## src/rtl/riscv_datapath_pkg.sv

```systemverilog
// ============================================================================
// Module   : riscv_dp_pkg
// Brief    : Shared constants for the RV32I multicycle datapath.
// Revision : 1.0 - initial release
// ============================================================================
`default_nettype none

package riscv_dp_pkg;

    localparam int XLEN = 32;

    typedef logic [XLEN-1:0] word_t;

    localparam logic [3:0] ALU_AND = 4'b0000;
    localparam logic [3:0] ALU_OR  = 4'b0001;
    localparam logic [3:0] ALU_ADD = 4'b0010;
    localparam logic [3:0] ALU_SUB = 4'b0110;
    localparam logic [3:0] ALU_XOR = 4'b0101;
    localparam logic [3:0] ALU_SLT = 4'b0100;
    localparam logic [3:0] ALU_SLL = 4'b1001;
    localparam logic [3:0] ALU_SRL = 4'b1000;
    localparam logic [3:0] ALU_SRA = 4'b1010;

    localparam logic [6:0] OP_LOAD   = 7'b0000011;
    localparam logic [6:0] OP_IMM    = 7'b0010011;
    localparam logic [6:0] OP_STORE  = 7'b0100011;
    localparam logic [6:0] OP_BRANCH = 7'b1100011;
    localparam logic [6:0] OP_R      = 7'b0110011;

    function automatic word_t signExt13(input logic [12:0] v);
        return {{(XLEN-13){v[12]}}, v};
    endfunction

endpackage

`default_nettype wire

```

## src/rtl/riscv_datapath_if.sv

```systemverilog
// ============================================================================
// Module   : riscv_datapath_if
// Brief    : Control, instruction and memory bus between FSM/memories and datapath.
// Revision : 1.0 - initial release
// ============================================================================
`default_nettype none

interface riscv_datapath_if;
    import riscv_dp_pkg::*;

    word_t       instr;
    word_t       dReadData;
    logic        loadPC;
    logic        PCSrc;
    logic        ALUSrc;
    logic [3:0]  ALUCtrl;
    logic        MemToReg;
    logic        RegWrite;
    word_t       PC;
    word_t       dAddress;
    word_t       dWriteData;
    word_t       WriteBackData;
    logic        Zero;

    modport master (
        output instr, dReadData, loadPC, PCSrc, ALUSrc, ALUCtrl, MemToReg, RegWrite,
        input  PC, dAddress, dWriteData, WriteBackData, Zero
    );

    modport slave (
        input  instr, dReadData, loadPC, PCSrc, ALUSrc, ALUCtrl, MemToReg, RegWrite,
        output PC, dAddress, dWriteData, WriteBackData, Zero
    );

endinterface

`default_nettype wire

```

## src/rtl/riscv_datapath_regfile.sv

```systemverilog
// ============================================================================
// Module   : riscv_regfile
// Brief    : 32x32 register file, two async read ports, one sync write port.
//            Optional macro RF_CLEAR_ON_RESET_EN clears x1..x31 on reset.
// Revision : 1.0 - initial release
// ============================================================================
`default_nettype none

module riscv_regfile
    import riscv_dp_pkg::*;
(
    input  wire logic       clk,
    input  wire logic       rst,
    input  wire logic [4:0] i_rs1Addr,
    input  wire logic [4:0] i_rs2Addr,
    input  wire logic [4:0] i_rdAddr,
    input  wire logic       i_we,
    input  wire word_t      i_wdata,
    output word_t           o_rs1Data,
    output word_t           o_rs2Data
);

    // Entry 0 is never written; reads of x0 are forced to zero below.
    word_t r_regs [0:31];

`ifdef RF_CLEAR_ON_RESET_EN
    always_ff @(posedge clk) begin
        if (!rst) begin
            for (int i = 1; i < 32; i++) begin
                r_regs[i] <= '0;
            end
        end else if (i_we && (i_rdAddr != 5'd0)) begin
            r_regs[i_rdAddr] <= i_wdata;
        end
    end
`else
    always_ff @(posedge clk) begin
        if (rst && i_we && (i_rdAddr != 5'd0)) begin
            r_regs[i_rdAddr] <= i_wdata;
        end
    end
`endif

    assign o_rs1Data = (i_rs1Addr == 5'd0) ? '0 : r_regs[i_rs1Addr];
    assign o_rs2Data = (i_rs2Addr == 5'd0) ? '0 : r_regs[i_rs2Addr];

endmodule

`default_nettype wire

```

## src/rtl/riscv_datapath.sv

```systemverilog
// ============================================================================
// Module   : riscv_datapath
// Brief    : RV32I multicycle datapath: PC, regfile, imm gen, ALU, write-back.
//            Optional macro RF_CLEAR_ON_RESET_EN (see riscv_regfile).
// Revision : 1.0 - initial release
// ============================================================================
`default_nettype none

module riscv_datapath
    import riscv_dp_pkg::*;
#(
    parameter word_t INITIAL_PC = 32'h00400000
)
(
    input  wire logic          clk,
    input  wire logic          rst,
    riscv_datapath_if.slave    dp
);

    word_t      r_pc;
    word_t      w_rs1Data;
    word_t      w_rs2Data;
    word_t      w_imm;
    word_t      w_immB;
    word_t      w_aluB;
    word_t      w_aluResult;
    word_t      w_writeBack;
    logic [4:0] w_shamt;

    riscv_regfile u_regfile (
        .clk       (clk),
        .rst       (rst),
        .i_rs1Addr (dp.instr[19:15]),
        .i_rs2Addr (dp.instr[24:20]),
        .i_rdAddr  (dp.instr[11:7]),
        .i_we      (dp.RegWrite),
        .i_wdata   (w_writeBack),
        .o_rs1Data (w_rs1Data),
        .o_rs2Data (w_rs2Data)
    );

    always_comb begin
        w_imm = '0;
        case (dp.instr[6:0])
            OP_LOAD, OP_IMM: w_imm = signExt13({dp.instr[31], dp.instr[31:20]});
            OP_STORE:        w_imm = signExt13({dp.instr[31], dp.instr[31:25], dp.instr[11:7]});
            OP_BRANCH:       w_imm = w_immB;
            default:         w_imm = '0;
        endcase
    end

    // Branch offset is decoded independently of the opcode so PCSrc alone selects the target.
    assign w_immB = signExt13({dp.instr[31], dp.instr[7], dp.instr[30:25], dp.instr[11:8], 1'b0});

    assign w_aluB  = dp.ALUSrc ? w_imm : w_rs2Data;
    assign w_shamt = w_aluB[4:0];

    always_comb begin
        w_aluResult = '0;
        case (dp.ALUCtrl)
            ALU_AND: w_aluResult = w_rs1Data & w_aluB;
            ALU_OR:  w_aluResult = w_rs1Data | w_aluB;
            ALU_ADD: w_aluResult = w_rs1Data + w_aluB;
            ALU_SUB: w_aluResult = w_rs1Data - w_aluB;
            ALU_XOR: w_aluResult = w_rs1Data ^ w_aluB;
            ALU_SLT: w_aluResult = {{(XLEN-1){1'b0}}, ($signed(w_rs1Data) < $signed(w_aluB))};
            ALU_SLL: w_aluResult = w_rs1Data << w_shamt;
            ALU_SRL: w_aluResult = w_rs1Data >> w_shamt;
            ALU_SRA: w_aluResult = word_t'($signed(w_rs1Data) >>> w_shamt);
            default: w_aluResult = '0;
        endcase
    end

    assign w_writeBack = dp.MemToReg ? dp.dReadData : w_aluResult;

    always_ff @(posedge clk) begin
        if (!rst) begin
            r_pc <= INITIAL_PC;
        end else if (dp.loadPC) begin
            r_pc <= dp.PCSrc ? (r_pc + w_immB) : (r_pc + 32'd4);
        end
    end

    assign dp.PC            = r_pc;
    assign dp.dAddress      = w_aluResult;
    assign dp.dWriteData    = w_rs2Data;
    assign dp.WriteBackData = w_writeBack;
    assign dp.Zero          = (w_aluResult == '0);

endmodule

`default_nettype wire

```

## src/flat_wrapper.sv

```systemverilog
// flat-port wrapper written by rule: the top's interface ports become plain ports
module riscv_datapath_flat import riscv_dp_pkg::*;
#(
    parameter word_t INITIAL_PC = 32'h00400000
)
  (clk, rst, dp_instr, dp_dReadData, dp_loadPC, dp_PCSrc, dp_ALUSrc, dp_ALUCtrl, dp_MemToReg, dp_RegWrite, dp_PC, dp_dAddress, dp_dWriteData, dp_WriteBackData, dp_Zero);
  riscv_datapath_if dp_i ();
  input  wire logic clk;
  input  wire logic rst;
  input wire logic [$bits(dp_i.instr)-1:0] dp_instr;
  input wire logic [$bits(dp_i.dReadData)-1:0] dp_dReadData;
  input wire logic [$bits(dp_i.loadPC)-1:0] dp_loadPC;
  input wire logic [$bits(dp_i.PCSrc)-1:0] dp_PCSrc;
  input wire logic [$bits(dp_i.ALUSrc)-1:0] dp_ALUSrc;
  input wire logic [$bits(dp_i.ALUCtrl)-1:0] dp_ALUCtrl;
  input wire logic [$bits(dp_i.MemToReg)-1:0] dp_MemToReg;
  input wire logic [$bits(dp_i.RegWrite)-1:0] dp_RegWrite;
  output wire logic [$bits(dp_i.PC)-1:0] dp_PC;
  output wire logic [$bits(dp_i.dAddress)-1:0] dp_dAddress;
  output wire logic [$bits(dp_i.dWriteData)-1:0] dp_dWriteData;
  output wire logic [$bits(dp_i.WriteBackData)-1:0] dp_WriteBackData;
  output wire logic [$bits(dp_i.Zero)-1:0] dp_Zero;
  assign dp_i.instr = dp_instr;
  assign dp_i.dReadData = dp_dReadData;
  assign dp_i.loadPC = dp_loadPC;
  assign dp_i.PCSrc = dp_PCSrc;
  assign dp_i.ALUSrc = dp_ALUSrc;
  assign dp_i.ALUCtrl = dp_ALUCtrl;
  assign dp_i.MemToReg = dp_MemToReg;
  assign dp_i.RegWrite = dp_RegWrite;
  assign dp_PC = dp_i.PC;
  assign dp_dAddress = dp_i.dAddress;
  assign dp_dWriteData = dp_i.dWriteData;
  assign dp_WriteBackData = dp_i.WriteBackData;
  assign dp_Zero = dp_i.Zero;
  riscv_datapath #(.INITIAL_PC(INITIAL_PC)) u_core (.clk(clk), .rst(rst), .dp(dp_i));
endmodule
```

## config.mk

```make
export PLATFORM = sky130hd
export DESIGN_NAME = riscv_datapath_flat
export DESIGN_NICKNAME = d
export VERILOG_FILES = /design/src/rtl/riscv_datapath_pkg.sv /design/src/rtl/riscv_datapath_if.sv /design/src/rtl/riscv_datapath_regfile.sv /design/src/rtl/riscv_datapath.sv /design/src/flat_wrapper.sv
export SDC_FILE = /design/constraint.sdc
export NUM_CORES = 2
export LEC_CHECK = 0
export ABC_CLOCK_PERIOD_IN_PS = 27200
export BUFFER_PORTS_ARGS = -buffer_cell sky130_fd_sc_hd__clkbuf_2
export CELL_PAD_IN_SITES_DETAIL_PLACEMENT = 1
export CELL_PAD_IN_SITES_GLOBAL_PLACEMENT = 1
export CORE_MARGIN = 5
export CORE_UTILIZATION = 55
export CTS_CLUSTER_DIAMETER = 80
export DETAILED_ROUTE_END_ITERATION = 6
export HOLD_SLACK_MARGIN = 0.1
export PLACE_DENSITY_LB_ADDON = 0.1
export SYNTH_ARGS = -nofsm -noshare
export SYNTH_HDL_FRONTEND = slang
export SYNTH_HIERARCHICAL = 1
export SYNTH_SLANG_ARGS = --single-unit
```

## constraint.sdc

```tcl
create_clock -name clk -period 27.2 [get_ports clk]
set_input_delay 4.08 -clock clk [delete_from_list [all_inputs] [get_ports clk]]
set_output_delay 4.08 -clock clk [all_outputs]
set_load 0.03 [all_outputs]
```

==> key figures <==
Clock network
  • Clock root buffer: clkbuf_16
  • CTS tree: done
  • Num CTS Buffers: around 110
  • Resize count post-CTS: 0
  • TritonCTS sink count: 1055
  • Reg clk slew, reported paths: around 60 ps
  • CTS Buffer Depth: 3
  • Post-cts hold buffer count: 0
  • # H-tree levels: 3
  • Postcts setup bufs: 0
  • Worst-skew pair later-pin latency: between 700 and 800 ps

Global routing
  • GR Overflow Total: 0
  • Initial antenna violation count: 11
  • Met2 usage in global routing: between 60% and 70%
  • GRT Max-Usage Layer: met2
  • Vias in the first global route: ~48000
  • Total global-route track usage: 41.4%
  • GR met1 Demand/Resource: between 50% and 60%
  • Largest net degree at the start of global routing: 99
  • First-pass GRT wire length: about 350000 um
  • Grt met3 use: a little under an eighth

Setup path
  • Arr. time, crit path: ~14000 ps
  • CP max FO: 64
  • Crit path kind: primary input to output pin
  • Most numerous cell on the critical path: buf_4
  • Worst path cell trace: buf_8 -> buf_4 -> buf_4 -> nor3_4 -> nor3_1 -> nand2b_1 -> nand2_2 -> buf_4 -> inv_2 -> ha_1 -> o21a_1 -> a2111oi_0 -> o31ai_2 -> buf_4 -> a221oi_1 -> o21ai_0 -> a221oi_1 -> o21ai_0 -> nor4_1 -> and4b_1 -> nand4_1 -> nor2_1 -> clkbuf_2
  • Largest stage delay, worst path: 830 ps
  • Startpoint Class: primary input
  • Worst EP required: around 23000 ps
  • Slowest stage cell, crit path: a221oi_1
  • CP endpoint kind: output pin
  • R2R setup slack: around 18000 ps

Yosys
  • Dominant cells by area after synthesis: edfxtp_1 50%, mux4_2 16%, mux2i_1 4.0%
  • Fraction of registers with async set/reset: 0%
  • Yosys warnings: 6
  • Cells after synthesis: between 4000 and 5000
  • Commonest cells in the netlist: 1024 x edfxtp_1, 425 x mux4_2, 276 x nor2_1, 241 x mux2i_1, 208 x a21oi_1
  • Count leader, synth: edfxtp_1
  • Largest area contributor in the netlist: edfxtp_1
  • Synth cell types: between 90 and 100
  • Sequential area share after synthesis: 51.5%
  • Register bit total from synthesis: 1055
  • Mapped Area: approximately 61000 um2
  • Synth Area per Inst: 13.6 um2
  • Top-area cell type share of the netlist area: between 50% and 60%
  • Post-synth EDFFs: a little over 1000
  • Post-synth top flop: edfxtp_1

Power
  • Peak VDD IR: about 62 uV
  • Pwr/cell area: roughly 65 nW/um2
  • P_leak: about 23 nW

Timing
  • Max transition margin: less than 1%
  • Final Cycle Share: between 60% and 70%
  • Peak Freq: around 54 MHz
  • Final hold viol count: 0
  • Setup TNS: 0 ps
  • Setup ws final: just under 9000 ps
  • RSZ-0062 raised after global routing: no
  • Final clock skew: between 80 and 90 ps
  • Endpoints failing setup: 0
  • Max-slew violations: 0
  • Crit path time final: 18500 ps
  • Slew @ Worst Pin: 1480 ps

Worst hold path
  • Hold Path Class: flop to flop

Routing
  • Drt pass-1 iters: 6
  • DR iter-0 viols: 6163
  • Via density: 7.68
  • DR vias: around 48000
  • Routed WL per cell: ~40 um
  • Final wirelength: between 200000 and 250000 um
  • DRC: 0
  • Antenna viol nets, final: 0

Final layout
  • Post-route design area: ~67000 um2
  • Layout area overhead: 10.6%
  • Nets: roughly 4800
  • Share of cells above drive strength 1: approximately a quarter

Run
  • MaxCap Viol Count: 1

Placement
  • IO Port Bufs: a little under 200
  • Post-DP HPWL: about 160000 um
  • Placer Congestion: approximately 1.1
  • Pre-CTS setup slack: 9350 ps
  • Placed Area: 63800 um2

Die
  • Rows: roughly 120
  • Core area: 110000 um2
  • IO Count: 204
  • Die area: 118000 um2
  • Die Wd: ~340 um
  • Initial Util: between 50% and 60%
  • Vert. Die Dim: roughly 340 um

Run status
  • Failing checks: max-capacitance violations
  • Status: complete, but fails checks
-- where the power goes --
group | switching, mW | leakage, nW | internal, mW | total (mW)
registers | 0.0118 | 9.56 | 1.86 | 1.87
clock network | 0.659 | 1.74 | 0.863 | 1.52
logic | 0.704 | 12.1 | 0.285 | 0.989
total | 1.37 | 23.4 | 3.01 | 4.38
-- worst paths after layout --
path / cells after the start / endpoint / startpoint
max: 23 / dp_Zero / dp_instr[20]
min: 2 / u_core/dp.PC[1] / u_core/dp.PC[1]
max reg2reg: 18 / u_core/u_regfile/r_regs[5][11] / u_core/u_regfile/r_regs[15][2]
min reg2reg: 2 / u_core/dp.PC[1] / u_core/dp.PC[1]
-- cell families (layout without fill, tap and decap cells) --
logic type	count (synthesis)	after routing	share of synthesized area (%)
compound gates	1124	1124	13.4
flops	1055	1055	51.5
simple gates	921	921	7.36
mux	738	738	21.1
buf+inv	481	671	3.56
fa+ha+maj	132	132	2.75
xor+xnor	26	26	0.374
other cells	2	39	0.0123
-- layer usage --
layer  vias up  share of wire, %  wire (um)
met5         -             0.032         80
met4        12               8.5      21100
met3      1063                12      30300
met2      3697                45     112000
met1     24200                34      84300
li1      18600                 -          -
-- registers in the layout, indices dropped and copies added, names as in the netlist --
register,flops
u_core/dp.PC,31
u_core/u_regfile/r_regs,1024
-- area by class of cell --
type                    count  area (um2)
diodes                      6        15.0
clock buffers             127        2800
clock inverters            71         820
fillers                 10500       43000
inverters                 134         503
multi-input cells        2974       27900
flip-flops and latches   1055       31400
well taps                1488        1860
repair buffers            339        2110
-- critical path, delay by kind of cell --
| kind | cells | cell delay (ps) |
|---|---|---|
| simple gates | 8 | 2850 |
| fa+ha+maj | 1 | 570 |
| buf+inv | 7 | 3510 |
| compound gates | 7 | 3270 |
-- through the flow --
stage	hold WS, ps	power, mW	utilization (%)	instances
after floorplan	596	2.49	-	4510
after global placement	499	2.83	57.8	5990
after detailed placement	515	2.85	57.8	5990
after CTS	524	4.36	61.0	6188
after global routing	538	4.52	61.1	6191
final	525	4.38	61.1	6194
-- cell usage in the layout, fill, tap and decap left out, types with 51 or more instances in the layout --
| master | Yosys | final |
|---|---|---|
| o21ai_0 | 152 | 151 |
| a21oi_1 | 208 | 207 |
| nor2_1 | 276 | 241 |
| a211oi_1 | 98 | 97 |
| ha_1 | 129 | 129 |
| a221oi_1 | 61 | 61 |
| mux2i_1 | 241 | 241 |
| nor3_1 | 94 | 88 |
| nand3_1 | 119 | 119 |
| o221ai_1 | 51 | 51 |
| a22o_1 | 80 | 80 |
| mux4_2 | 425 | 425 |
| nand2_1 | 171 | 170 |
| edfxtp_1 | 1024 | 1024 |
| inv_1 | 130 | 130 |
| o22ai_1 | 81 | 81 |
| buf_4 | 22 | 141 |
| clkbuf_16 | 0 | 109 |
| clkbuf_2 | 0 | 192 |
Note: power is estimated with default switching activity, not from simulation.
